==> src/rtl/gpu_cmd_pkg.sv <==
// Shared constants for the host command link return path: command bit
// indices, packet framing bytes, response type codes and FSM state encodings.
package gpu_cmd_pkg;

   // Command decoder vector layout
   localparam int NUM_SRC_DEF    = 8;
   localparam int CMD_BIT_STATUS = 7;
   localparam int IDX_W          = 3;

   // Framing
   localparam logic [7:0] SYNC_BYTE_DEF = 8'hA5;

   // Response type codes carried in the upper nibble of the header byte
   localparam logic [3:0] TYPE_DONE   = 4'h1;
   localparam logic [3:0] TYPE_STATUS = 4'h2;

   // Packetizer FSM encodings
   localparam logic [2:0] ST_IDLE = 3'd0;
   localparam logic [2:0] ST_SYNC = 3'd1;
   localparam logic [2:0] ST_HDR  = 3'd2;
   localparam logic [2:0] ST_PAY  = 3'd3;
   localparam logic [2:0] ST_CSUM = 3'd4;

   typedef struct packed {
      logic [3:0]       typ;
      logic             ovf;
      logic [IDX_W-1:0] idx;
   } hdr_t;

   // Assemble the header byte {TYPE, ovf_snap, IDX}
   function automatic logic [7:0] make_hdr(input logic [3:0] typ, input logic ovf,
                                           input logic [IDX_W-1:0] idx);
      hdr_t h;
      h.typ = typ;
      h.ovf = ovf;
      h.idx = idx;
      return h;
   endfunction

endpackage

==> src/rtl/resp_arbiter.sv <==
// Sticky pending bits for DONE and STATUS events, lost-event detection and
// fixed-priority selection (STATUS first, then lowest DONE index).
// A one-cycle take strobe from the packetizer consumes the selected event.
module resp_arbiter
   import gpu_cmd_pkg::*;
#(
   parameter int NUM_SRC = NUM_SRC_DEF
) (
   input  logic               clk,
   input  logic               rst_n,
   input  logic [NUM_SRC-1:0] done,
   input  logic               stat_req,
   input  logic               take,
   output logic               sel_valid,
   output logic               sel_stat,
   output logic [IDX_W-1:0]   sel_idx,
   output logic               ovf
);

   logic [NUM_SRC-1:0] pend_done;
   logic               pend_stat;
   logic [NUM_SRC-1:0] consume_done;
   logic               consume_stat;
   logic [NUM_SRC-1:0] loss;
   logic               lost_any;

   // Priority select: lowest pending DONE index wins (loop runs high to low)
   always_comb begin
      sel_idx = '0;
      for (int i = NUM_SRC - 1; i >= 0; i--) begin
         if (pend_done[i]) sel_idx = IDX_W'(i);
      end
   end

   assign sel_stat  = pend_stat;
   assign sel_valid = pend_stat | (|pend_done);

   // Consume masks: STATUS has priority, so a DONE bit is only consumed when no STATUS is pending
   always_comb begin
      consume_stat = take & pend_stat;
      consume_done = '0;
      if (take && !pend_stat && (|pend_done)) begin
         consume_done = {{(NUM_SRC-1){1'b0}}, 1'b1} << sel_idx;
      end
   end

   // A pulse on an already-pending DONE bit that is not leaving this cycle is a lost event
   assign loss     = done & pend_done & ~consume_done;
   assign lost_any = |loss;

   // Pending registers: set dominates clear; ovf restarts at each latch unless a loss coincides
   always_ff @(posedge clk or negedge rst_n) begin
      if (!rst_n) begin
         pend_done <= '0;
         pend_stat <= 1'b0;
         ovf       <= 1'b0;
      end else begin
         pend_done <= (pend_done & ~consume_done) | done;
         pend_stat <= (pend_stat & ~consume_stat) | stat_req;
         ovf       <= take ? lost_any : (ovf | lost_any);
      end
   end

endmodule

==> src/rtl/resp_packetizer.sv <==
// Response packetizer: frames arbitrated DONE/STATUS events as
// SYNC/HDR/PAY[/CSUM] bytes on a valid/ready byte stream toward the UART TX.
// Build option: define RESP_CHECKSUM_EN for 4-byte packets with CSUM = HDR ^ PAY;
// otherwise packets are 3 bytes.
//
// Handshake: a byte transfers on a rising CLK edge where tx_valid && tx_ready.
// Once tx_valid is high, tx_data and tx_valid hold until that transfer happens.
module resp_packetizer
   import gpu_cmd_pkg::*;
#(
   parameter int         NUM_SRC    = NUM_SRC_DEF,
   parameter int         STATUS_BIT = CMD_BIT_STATUS,
   parameter logic [7:0] SYNC_BYTE  = SYNC_BYTE_DEF
) (
   input  logic               CLK,
   input  logic               rst_n,
   input  logic [NUM_SRC-1:0] CMD,
   input  logic [NUM_SRC-1:0] BUSY,
   input  logic [NUM_SRC-1:0] DONE,
   input  logic               tx_ready,
   output logic [7:0]         tx_data,
   output logic               tx_valid,
   output logic               pkt_busy,
   output logic               ovf,
   output logic [2:0]         state_dbg
);

   logic [2:0]       state;
   logic [7:0]       hdr_q;
   logic [7:0]       pay_q;
   logic [7:0]       seq;
   logic             sel_valid;
   logic             sel_stat;
   logic [IDX_W-1:0] sel_idx;
   logic             take;
   logic             hs;
   logic             last_byte;
   logic             unused_cmd;

   // Only the STATUS bit of the command vector matters here
   assign unused_cmd = ^CMD;

   resp_arbiter #(.NUM_SRC(NUM_SRC)) u_arb (
      .clk       (CLK),
      .rst_n     (rst_n),
      .done      (DONE),
      .stat_req  (CMD[STATUS_BIT]),
      .take      (take),
      .sel_valid (sel_valid),
      .sel_stat  (sel_stat),
      .sel_idx   (sel_idx),
      .ovf       (ovf)
   );

   assign take     = (state == ST_IDLE) && sel_valid;
   assign tx_valid = (state != ST_IDLE);
   assign hs       = tx_valid && tx_ready;

`ifdef RESP_CHECKSUM_EN
   assign last_byte = (state == ST_CSUM);
`else
   assign last_byte = (state == ST_PAY);
`endif

   // Packet FSM with header/payload latch at the IDLE->SYNC transition
   always_ff @(posedge CLK or negedge rst_n) begin
      if (!rst_n) begin
         state <= ST_IDLE;
         hdr_q <= '0;
         pay_q <= '0;
      end else begin
         case (state)
            ST_IDLE: begin
               if (take) begin
                  if (sel_stat) begin
                     hdr_q <= make_hdr(TYPE_STATUS, ovf, IDX_W'(STATUS_BIT));
                     pay_q <= BUSY;
                  end else begin
                     hdr_q <= make_hdr(TYPE_DONE, ovf, sel_idx);
                     pay_q <= seq;
                  end
                  state <= ST_SYNC;
               end
            end
            ST_SYNC: if (hs) state <= ST_HDR;
            ST_HDR:  if (hs) state <= ST_PAY;
`ifdef RESP_CHECKSUM_EN
            ST_PAY:  if (hs) state <= ST_CSUM;
            ST_CSUM: if (hs) state <= ST_IDLE;
`else
            ST_PAY:  if (hs) state <= ST_IDLE;
`endif
            default: state <= ST_IDLE;
         endcase
      end
   end

   // Sequence number advances once per completed packet, wrapping naturally
   always_ff @(posedge CLK or negedge rst_n) begin
      if (!rst_n) begin
         seq <= '0;
      end else if (hs && last_byte) begin
         seq <= seq + 8'd1;
      end
   end

   // pkt_busy spans packet latch through the final byte transfer
   always_ff @(posedge CLK or negedge rst_n) begin
      if (!rst_n) begin
         pkt_busy <= 1'b0;
      end else if (take) begin
         pkt_busy <= 1'b1;
      end else if (hs && last_byte) begin
         pkt_busy <= 1'b0;
      end
   end

   // Output byte mux driven purely from registered state
   always_comb begin
      tx_data = 8'h00;
      case (state)
         ST_SYNC: tx_data = SYNC_BYTE;
         ST_HDR:  tx_data = hdr_q;
         ST_PAY:  tx_data = pay_q;
`ifdef RESP_CHECKSUM_EN
         ST_CSUM: tx_data = hdr_q ^ pay_q;
`endif
         default: tx_data = 8'h00;
      endcase
   end

   assign state_dbg = state;

endmodule

==> config.mk <==
export PLATFORM = sky130hd
export DESIGN_NAME = resp_packetizer
export DESIGN_NICKNAME = d
export VERILOG_FILES = /design/src/rtl/gpu_cmd_pkg.sv /design/src/rtl/resp_arbiter.sv /design/src/rtl/resp_packetizer.sv
export SDC_FILE = /design/constraint.sdc
export NUM_CORES = 1
export LEC_CHECK = 0
export ABC_AREA = 1
export CAP_MARGIN = 20
export CELL_PAD_IN_SITES_DETAIL_PLACEMENT = 0
export CELL_PAD_IN_SITES_GLOBAL_PLACEMENT = 1
export CORE_ASPECT_RATIO = 1.75
export CORE_MARGIN = 4
export CORE_UTILIZATION = 25
export CTS_CLUSTER_SIZE = 30
export DETAILED_ROUTE_END_ITERATION = 10
export PLACE_DENSITY_LB_ADDON = 0.1
export RECOVER_POWER = 50
export SYNTH_ARGS = -nofsm -noshare
export SYNTH_HDL_FRONTEND = slang
export SYNTH_HIERARCHICAL = 1
export SYNTH_SLANG_ARGS = --single-unit
==> constraint.sdc <==
create_clock -name CLK -period 2.08 [get_ports CLK]
set_clock_uncertainty 0.2 [all_clocks]
set_input_delay 0.312 -clock CLK [delete_from_list [all_inputs] [get_ports CLK]]
set_output_delay 0.312 -clock CLK [all_outputs]
set_load 0.01 [all_outputs]
# Yosys cells after proc, flatten, opt, wreduce, memory -nomap -nowiden
# Cells that the tools add are included.
# totals
reg_bits,38
inputBits,27
output_inout_bits,14
elab_cells,61
# op_classes
n_addsub,1
eq_ne,7
shifts,1
n_mux,20
bitwise_logic,11
n_reduce_logical,13
# ops
operator,n
$mux 3,12
$and 8x8->8,3
$pmux 8 s3,1
$mux 8,2
$reduce_or 8->1,2
$pmux 3 s4,1
$add 8x1->8 const B,1
$not 8->8,1
$or 8x8->8,1
$shl 1x3->8 const A,1
$eq 3x2->1 const B,2
$mux 6,1
$ne 2x2->1 const B,3
$logic_and 1x1->1,5
$reduce_and 4->1,1
$eq 3x1->1 const B,1
$logic_not 3->1,1
$mux 1,3
$or 1x1->1,3
$reduce_bool 3->1,1
$and 1x1->1,2
$ne 2x1->1 const B,1
$reduce_and 2->1,1
$reduce_bool 2->1,1
2 further kinds,2

# Longest topological paths before layout
# Gate-level depths: netlist of run 1.
# depth
depth_word,15
depth_mapped,15
depth_no_buf,15

# Hierarchy
# Netlist of run 1, hierarchy kept.
# by_module_without_submodules
module,n_inst,cells_per_inst,area_each_um2,seq_area_each_um2
resp_packetizer,1,166,1361.3,625.6
resp_arbiter,1,86,680.7,250.2

# Worst setup path before layout of run 1
# OpenSTA, ideal clock, no wires.
# synth_timing
kind,reg2reg
startpoint,register state[1] (netlist: state_dbg[1])
endpoint,register u_arb.ovf
setup_ps,122
arrival_ps,1775
t_required_ps,1758
slack_ps,-17
path_stages_with_launch,14
n_path_buf,0
period_less_slack_ps,2097
cell_sequence,dfrtp_1 > inv_1 > ha_1 > nand2_1 > clkinv_1 > nand2_1 > inv_1 > nand3_4 > nor2_4 > nand2_2 > nand2_1 > nand2_1 > nor3_2 > nand2_1
# synth_between
elab_chain_len,10
# synth_rtl
item,line,source
start: declaration,resp_packetizer.sv:28,logic [2:0] state;
start signal: assignment,resp_packetizer.sv:68,state <= ST_IDLE;
start signal: assignment,resp_packetizer.sv:82,state <= ST_SYNC;
start signal: assignment,resp_packetizer.sv:85,ST_SYNC: if (hs) state <= ST_HDR;
$logic_not 3->1 (*),resp_packetizer.sv:55,assign take = (state == ST_IDLE) && sel_valid;
$logic_and 1x1->1 (*),resp_packetizer.sv:55,
via take,resp_packetizer.sv:35,logic take;
$logic_and 1x1->1 (2 in a row),resp_arbiter.sv:42,if (take && !pend_stat && (|pend_done)) begin
$mux 8,resp_arbiter.sv:42,
$not 8->8,resp_arbiter.sv:48,assign loss = done & pend_done & ~consume_done;
$and 8x8->8,resp_arbiter.sv:48,
$reduce_or 8->1,resp_arbiter.sv:49,assign lost_any = |loss;
$or 1x1->1,resp_arbiter.sv:60,ovf <= take ? lost_any : (ovf | lost_any);
$mux 1 (*),resp_arbiter.sv:60,
end signal: assignment,resp_arbiter.sv:60,
end: declaration,resp_arbiter.sv:17,output logic ovf
# The timed path passes the listed nets; every way through them passes the cells marked *.
# A chain may end at the register's enable or synchronous reset.

# Worst setup path after layout of run 1
# layout_timing
startpoint,register state[1] (netlist: state_dbg[1])
endpoint,output tx_data[0]
# layout_between
elab_chain_len,2
word_cells_on_any_way,4
cone_classes,3 x eq/ne; 1 x mux
# layout_rtl
item,line,source
$eq 3x2->1 / $eq 3x1->1 (equally long branches),resp_packetizer.sv:121,case (state)
$pmux 8 s3 (*),resp_packetizer.sv:121,
end: declaration,resp_packetizer.sv:21,"output logic [7:0] tx_data,"
# Every way passes the cells marked *; elsewhere a longest branch is shown, timed or not.

==> impl_metrics.env, run 1 <==
export IMPL_run_status="finished, final reports clean"
export IMPL_groute_layer_met3_usage_pct=2.82
export IMPL_synthesis_yosys_warnings=6
export IMPL_final_max_tran_viols=0
export IMPL_detail_route_wirelength_um=5940
export IMPL_fmaxAchievable_mhz=490
export IMPL_first_iter_violations=53
export IMPL_post_route_cells_drive_above_1_share_pct=28.0
export IMPL_final_min_period_over_clock_period_pct=98.1
export IMPL_setup_worst_path_end_class="output port"
export IMPL_routedWlPerCell_um=14.4
export IMPL_cts_made_buffers=5
export IMPL_via_count=1804
export IMPL_clk_root_buffer_cell="clkbuf_16"
export IMPL_worst_slew_pin_slew_ps=867
export IMPL_worst_hold_path_type="reg2reg"
export IMPL_crit_path_max_fanout=7
export IMPL_worst_r2r_path_depth=11
export IMPL_dp_hpwl_um=4620
export IMPL_stdcell_area_um2=2880
export IMPL_yosys_area_top_type="dfrtp_1"
export IMPL_setup_repair_after_global_routing_missed_its_margin="yes"
export IMPL_grt_total_usage_pct=12.7
export IMPL_clk_path_buf_depth=2
export IMPL_dieHeight_um=128
export IMPL_placedInstanceArea_um2=2600
export IMPL_grt_pass1_vias=1855
export IMPL_period_minus_slack_ps=2040
export IMPL_ys_dominant_reg_cell="dfrtp_1"
export IMPL_hold_violations=0
export IMPL_power_leakage_nw=1.42
export IMPL_critical_path_startpoint_type="flop"
export IMPL_drt_pass1_iter_count=4
export IMPL_gp_congestion=0.789
export IMPL_syn_inst=252
export IMPL_worst_ep_required_time_ps=1570
export IMPL_port_buffers=32
export IMPL_per_cell_via_count_in_the_routed_design=4.39
export IMPL_crit_end="tx_data[0]"
export IMPL_synthTopCellsByArea="dfrtp_1, nand2_1, inv_1"
export IMPL_mostFrequentLayoutCell="nand2_1"
export IMPL_final_util_pct=36.2
export IMPL_critical_path_most_common_cell="buf_4"
export IMPL_timing_max_cap_violations=0
export IMPL_setup_tns_ps=0
export IMPL_placeableCoreArea_um2=7960
export IMPL_num_antenna_cells=0
export IMPL_mostFrequentLayoutCells="nand2_1, dfrtp_1, buf_4"
export IMPL_cts_max_level=2
export IMPL_synthArstFlopShare_pct=100
export IMPL_global_route_usage_met2_pct=25.3
export IMPL_synth_sequential_area_ratio_pct=42.9
export IMPL_path_class="reg2out"
export IMPL_critical_path_slowest_cell="dfrtp_2"
export IMPL_clk_latency_ps=280
export IMPL_peakVddDrop_mv=0.347
export IMPL_rr_startpoint="state_dbg[0]"
export IMPL_yosys_cell_types=31
export IMPL_drt_antenna_violating_nets=0
export IMPL_post_route_drc_count=0
export IMPL_synth_top_area_share_pct=42.9
export IMPL_endpoints_failing_setup=0
export IMPL_synth_area_per_cell_um2=8.10
export IMPL_floorplan_io_pins=41
export IMPL_gr_total_overflow=0
export IMPL_syn_area_um2=2040
export IMPL_antenna_found_initial=0
export IMPL_ys_ff_latch=35
export IMPL_areaGrowthSynthToFinish_pct=41.1
export IMPL_cts_tree="built"
export IMPL_rrSetupSlack_ps=100
export IMPL_pwr_density_cell_nw_per_um2=1230
export IMPL_placementRows=43
export IMPL_relSlewSlack_pct=42.2
export IMPL_mappedNetlistNets=287
export IMPL_largest_stage_delay_worst_path_ps=440
export IMPL_placed_cells=391
export IMPL_clkSlewWorstSetupHoldPaths_ps=60
export IMPL_critical_path_startpoint="state_dbg[1]"
export IMPL_cts_sinks=35
export IMPL_grt_met1_usage_pct=11.6
export IMPL_report_power_total_w=0.00355
export IMPL_layout_cells_non_filler=411
export IMPL_grt_max_degree=21
export IMPL_start_util_pct=25.6
export IMPL_timing_critical_path_cells="buf_4, buf_4, ha_4, nand3_2, o211ai_1, buf_2"
export IMPL_die_w_um=76.3
export IMPL_global_route_wire_length_before_repair_um=9310
export IMPL_worstReg2RegEnd="seq[7]"
export IMPL_synth_enable_flop_cells=0
export IMPL_fp_dieArea_um2=9730
export IMPL_top_usage_layer="met2"
export IMPL_final_nets=355
export IMPL_worst_ep_arrival_time_ps=1530
how the worst min path moves through the flow:
stage / slack [ps] / startpoint / to / depth (start not counted)
after floorplan: -180 / rst_n / hdr_q[0] / 0
after global placement: 60 / rst_n / seq[7] / 1
after detailed placement: 50 / rst_n / seq[7] / 1
after CTS: 280 / rst_n / seq[7] / 2
after global routing: 320 / pkt_busy / pkt_busy / 2
final: 270 / pkt_busy / pkt_busy / 2
metal layers:
metal	wire length, um	vias to the layer above
li1	-	931
met1	2050	831
met2	3470	31
met3	214	11
met4	207	0
met5	0	-
sequential cells by signal, indices dropped and copies added (netlist names):
| name | count |
|---|---|
| hdr_q | 6 |
| pay_q | 8 |
| pkt_busy | 1 |
| seq | 8 |
| state_dbg | 2 |
| u_arb/ovf | 1 |
| u_arb/pend_done | 8 |
| u_arb/sel_stat | 1 |
cells by family after synthesis:
kind of cell / count (synthesis) / share of synthesized area [%]
simple gates: 119 / 29.4
compound gates: 44 / 12.5
buf+inv: 41 / 8.39
flops: 35 / 42.9
fa+ha+maj: 8 / 4.90
xor+xnor: 4 / 1.72
other cells: 1 / 0.184
cell usage after synthesis, types with 2 or more instances:
master,instances
a21o_1,7
a21oi_1,16
buf_2,2
buf_4,2
dfrtp_1,35
ha_1,8
inv_1,28
inv_2,7
nand2_1,64
nand2_2,5
nand2_4,2
nand3_1,21
nand3_4,2
nand4_1,2
nor2_1,12
nor2_2,2
nor2_4,4
o211ai_1,3
o21ai_0,15
xor2_1,4
stage by stage:
stage / setup WS (ps) / hold WS, ps
floorplan: 21.9 / -184
detailed placement: -92.7 / 51.9
CTS: -0.120 / 276
global route: -49.4 / 319
global placement: -83.5 / 55.4
finish: 40.3 / 266
final cells by class:
type                            instances  area [um^2]
Clock buffer                            7          133
Timing Repair Buffer                   66          528
Multi-Input combinational cell        176         1090
Inverter                               36          135
Sequential cell                        35          878
Tap cell                               90          113
Clock inverter                          1         5.00
Fill cell                             864         5080
critical path, delay by kind of cell (launching register included):
kind | cells | cell delay, ps
simple gates | 1 | 70
fa+ha+maj | 1 | 180
compound gates | 1 | 100
flops | 1 | 440
buf+inv | 3 | 440
repair_timing:
| item | CTS | global route |
|---|---|---|
| setup buffers | 6 | 5 |
| endpoints found under the hold margin | 12 | 0 |
| pin swaps | 3 | 6 |
| setup endpoints to repair | 10 | 6 |
| hold buffers | 1 | 0 |
| gates resized for setup | 44 | 13 |
report_power, final:
group	internal, W	total (W)	switching [W]	leakage (nW)
registers	0.000915	0.00107	0.000151	0.377
logic	0.000773	0.00175	0.000979	0.978
clock network	0.000443	0.000736	0.000293	0.0679
total	0.00213	0.00355	0.00142	1.42
Note: power is estimated with default switching activity, not from simulation.
==> inputs of run 2 (changes only) <==
Settings changed: CORE_UTILIZATION 25 to 34, CTS_CLUSTER_SIZE 30 to 24.
==> run 2 against run 1 <==
Against the previous run: sequential power about the same; hold slack gained 22 ps; total power decreased by 11%; sequential share of layout area rose by 2.2 points; final area fell by 6.8%; combinational power down 9%; flip-flop and latch count did not move; routed wire length fell by 13%; clock power decreased by 31%; core utilization increased by 9.5 points; clock-buffer cell count unchanged; critical path type unchanged; largest cell class unchanged.
==> impl_metrics.env, run 2 (synthesized netlist as in run 1, its figures left out) <==
export IMPL_run_status="finished, final reports clean"
export IMPL_first_iter_violations=58
export IMPL_hold_violations=0
export IMPL_cp_num_buf_inv=2
export IMPL_detail_route_wirelength_um=5160
export IMPL_gp_congestion=0.792
export IMPL_floorplan_io_pins=41
export IMPL_worst_ep_required_time_ps=1570
export IMPL_areaGrowthSynthToFinish_pct=31.4
export IMPL_antenna_found_initial=0
export IMPL_placed_cells=373
export IMPL_final_max_tran_viols=0
export IMPL_port_buffers=32
export IMPL_holdCritStartpoint="pkt_busy"
export IMPL_post_route_drc_count=0
export IMPL_final_min_period_over_clock_period_pct=97.9
export IMPL_routedWlPerCell_um=13.3
export IMPL_endpoints_failing_setup=0
export IMPL_largest_stage_delay_worst_path_ps=430
export IMPL_cpLargestDelayFamily="flip-flops"
export IMPL_fp_dieArea_um2=7360
export IMPL_pwr_density_cell_nw_per_um2=1180
export IMPL_dp_hpwl_um=4090
export IMPL_path_class="reg2out"
export IMPL_worst_slew_pin_slew_ps=903
export IMPL_timing_max_cap_violations=0
export IMPL_worst_hold_path_type="reg2reg"
export IMPL_setup_worst_path_end_class="output port"
export IMPL_start_util_pct=34.7
export IMPL_place_worst_setup_slack_ps=-0.0501
export IMPL_peakVddDrop_mv=0.373
export IMPL_fmaxAchievable_mhz=491
export IMPL_period_minus_slack_ps=2040
export IMPL_setup_repair_after_global_routing_missed_its_margin="yes"
export IMPL_cts_sinks=35
export IMPL_per_cell_via_count_in_the_routed_design=4.59
export IMPL_clkSlewWorstSetupHoldPaths_ps=70
export IMPL_dieHeight_um=111
export IMPL_layout_top_registers="pay_q x8, seq x8, u_arb/pend_done x8"
export IMPL_rr_startpoint="state_dbg[1]"
export IMPL_critical_path_startpoint="state_dbg[1]"
export IMPL_layout_cells_non_filler=388
export IMPL_placeableCoreArea_um2=5880
export IMPL_setup_tns_ps=0
export IMPL_mostFrequentLayoutCell="nand2_1"
export IMPL_clk_latency_ps=280
export IMPL_final_nets=344
export IMPL_via_count=1780
export IMPL_global_route_wire_length_before_repair_um=8710
export IMPL_drt_pass1_iter_count=4
export IMPL_grt_pass1_vias=1880
export IMPL_clk_path_buf_depth=2
export IMPL_power_leakage_nw=1.32
export IMPL_worst_ep_arrival_time_ps=1520
export IMPL_clk_root_buffer_cell="clkbuf_8"
export IMPL_cts_made_buffers=5
export IMPL_grt_max_degree=36
export IMPL_post_cts_hold_buffer_count=0
export IMPL_fill_cells=675
export IMPL_cts_tree="built"
export IMPL_die_w_um=66.6
export IMPL_timing_critical_path_cells="buf_4, ha_2, nand3_1, o211ai_1, dlygate4sd2_1"
export IMPL_cts_max_level=2
export IMPL_critical_path_startpoint_type="flop"
export IMPL_crit_path_max_fanout=7
export IMPL_placementRows=37
export IMPL_num_antenna_cells=0
export IMPL_critical_path_slowest_cell="dfrtp_2"
export IMPL_fin_ws_ps=44.7
export IMPL_mostFrequentLayoutCells="nand2_1, dfrtp_1, inv_1"
export IMPL_drt_antenna_violating_nets=0
export IMPL_gr_total_overflow=0
export IMPL_relSlewSlack_pct=39.8
export IMPL_post_route_cells_drive_above_1_share_pct=23.2
export IMPL_grt_total_usage_pct=15.6
[run 2: changes by cell type in the layout (fill, tap and decap cells not counted), sizes merged]
| cell | before | now |
|---|---|---|
| dlygate4sd2 | 0 | 2 |
| clkbuf | 11 | 14 |
| clkdlybuf4s15 | 2 | 1 |
| dlygate4sd3 | 2 | 1 |
| clkdlybuf4s50 | 21 | 22 |
| buf | 37 | 22 |
[run 2: timing repair]
item | CTS | global route
pin swaps | 0 | 1
setup buffers | 3 | 4
endpoints found under the setup margin | 9 | 9
gates resized for setup | 16 | 15
cloned | 0 | 0
[run 2: final cells by class]
| type | instances | area [um^2] | share of cell area (%) |
|---|---|---|---|
| inverter | 36 | 135 | 5.03 |
| multi-input combinational | 176 | 1020 | 38.2 |
| clock buffer | 7 | 86.3 | 3.22 |
| tap | 78 | 97.6 | 3.64 |
| clock inverter | 1 | 5.00 | 0.186 |
| timing repair buffer | 55 | 458 | 17.1 |
| sequential | 35 | 877 | 32.7 |
[run 2: worst paths after layout]
kind                           endpoint  cells after the start  slack [ps]
max                          tx_data[2]                      5          40
min                            pkt_busy                      2         290
max reg2reg                   u_arb/ovf                     13          90
min reg2reg                    pkt_busy                      2         290
max in group asynchronous  state_dbg[1]                      2         570
min in group asynchronous      pay_q[2]                      2         490
[run 2: per-layer routing]
layer / wire (um) / share of wire [%] / track usage (%)
met5: 0 / 0 / 0
met4: 91 / 1.8 / 5.70
met3: 157 / 3.0 / 2.75
met2: 3110 / 60 / 30.8
met1: 1800 / 35 / 15.0
[run 2: worst register-to-register path: cells and delay by family, from the launching register on]
| kind | cells | cell delay (ps) |
|---|---|---|
| buffers and inverters | 3 | 250 |
| adder cells (fa/ha/maj) | 1 | 200 |
| AND/OR/NAND/NOR | 9 | 790 |
| flip-flops | 1 | 430 |
[run 2: power by group]
group / switching (W) / internal [W] / total, W
logic: 0.000916 / 0.000685 / 0.00160
registers: 0.000136 / 0.000912 / 0.00105
clock network: 0.000244 / 0.000267 / 0.000511
total: 0.00130 / 0.00186 / 0.00316
[run 2: through the flow]
| step | total power (W) | hold slack [ps] | utilization (%) | instance area, um^2 |
|---|---|---|---|---|
| global route | 0.00345 | 318 | 45.6 | 2680 |
| finish | 0.00316 | 287 | 45.6 | 2680 |
| floorplan | 0.00194 | -184 | - | 2040 |
| CTS | 0.00321 | 204 | 45.5 | 2670 |
| detailed placement | 0.00269 | 276 | 43.5 | 2560 |
| global placement | 0.00267 | 260 | 43.5 | 2560 |
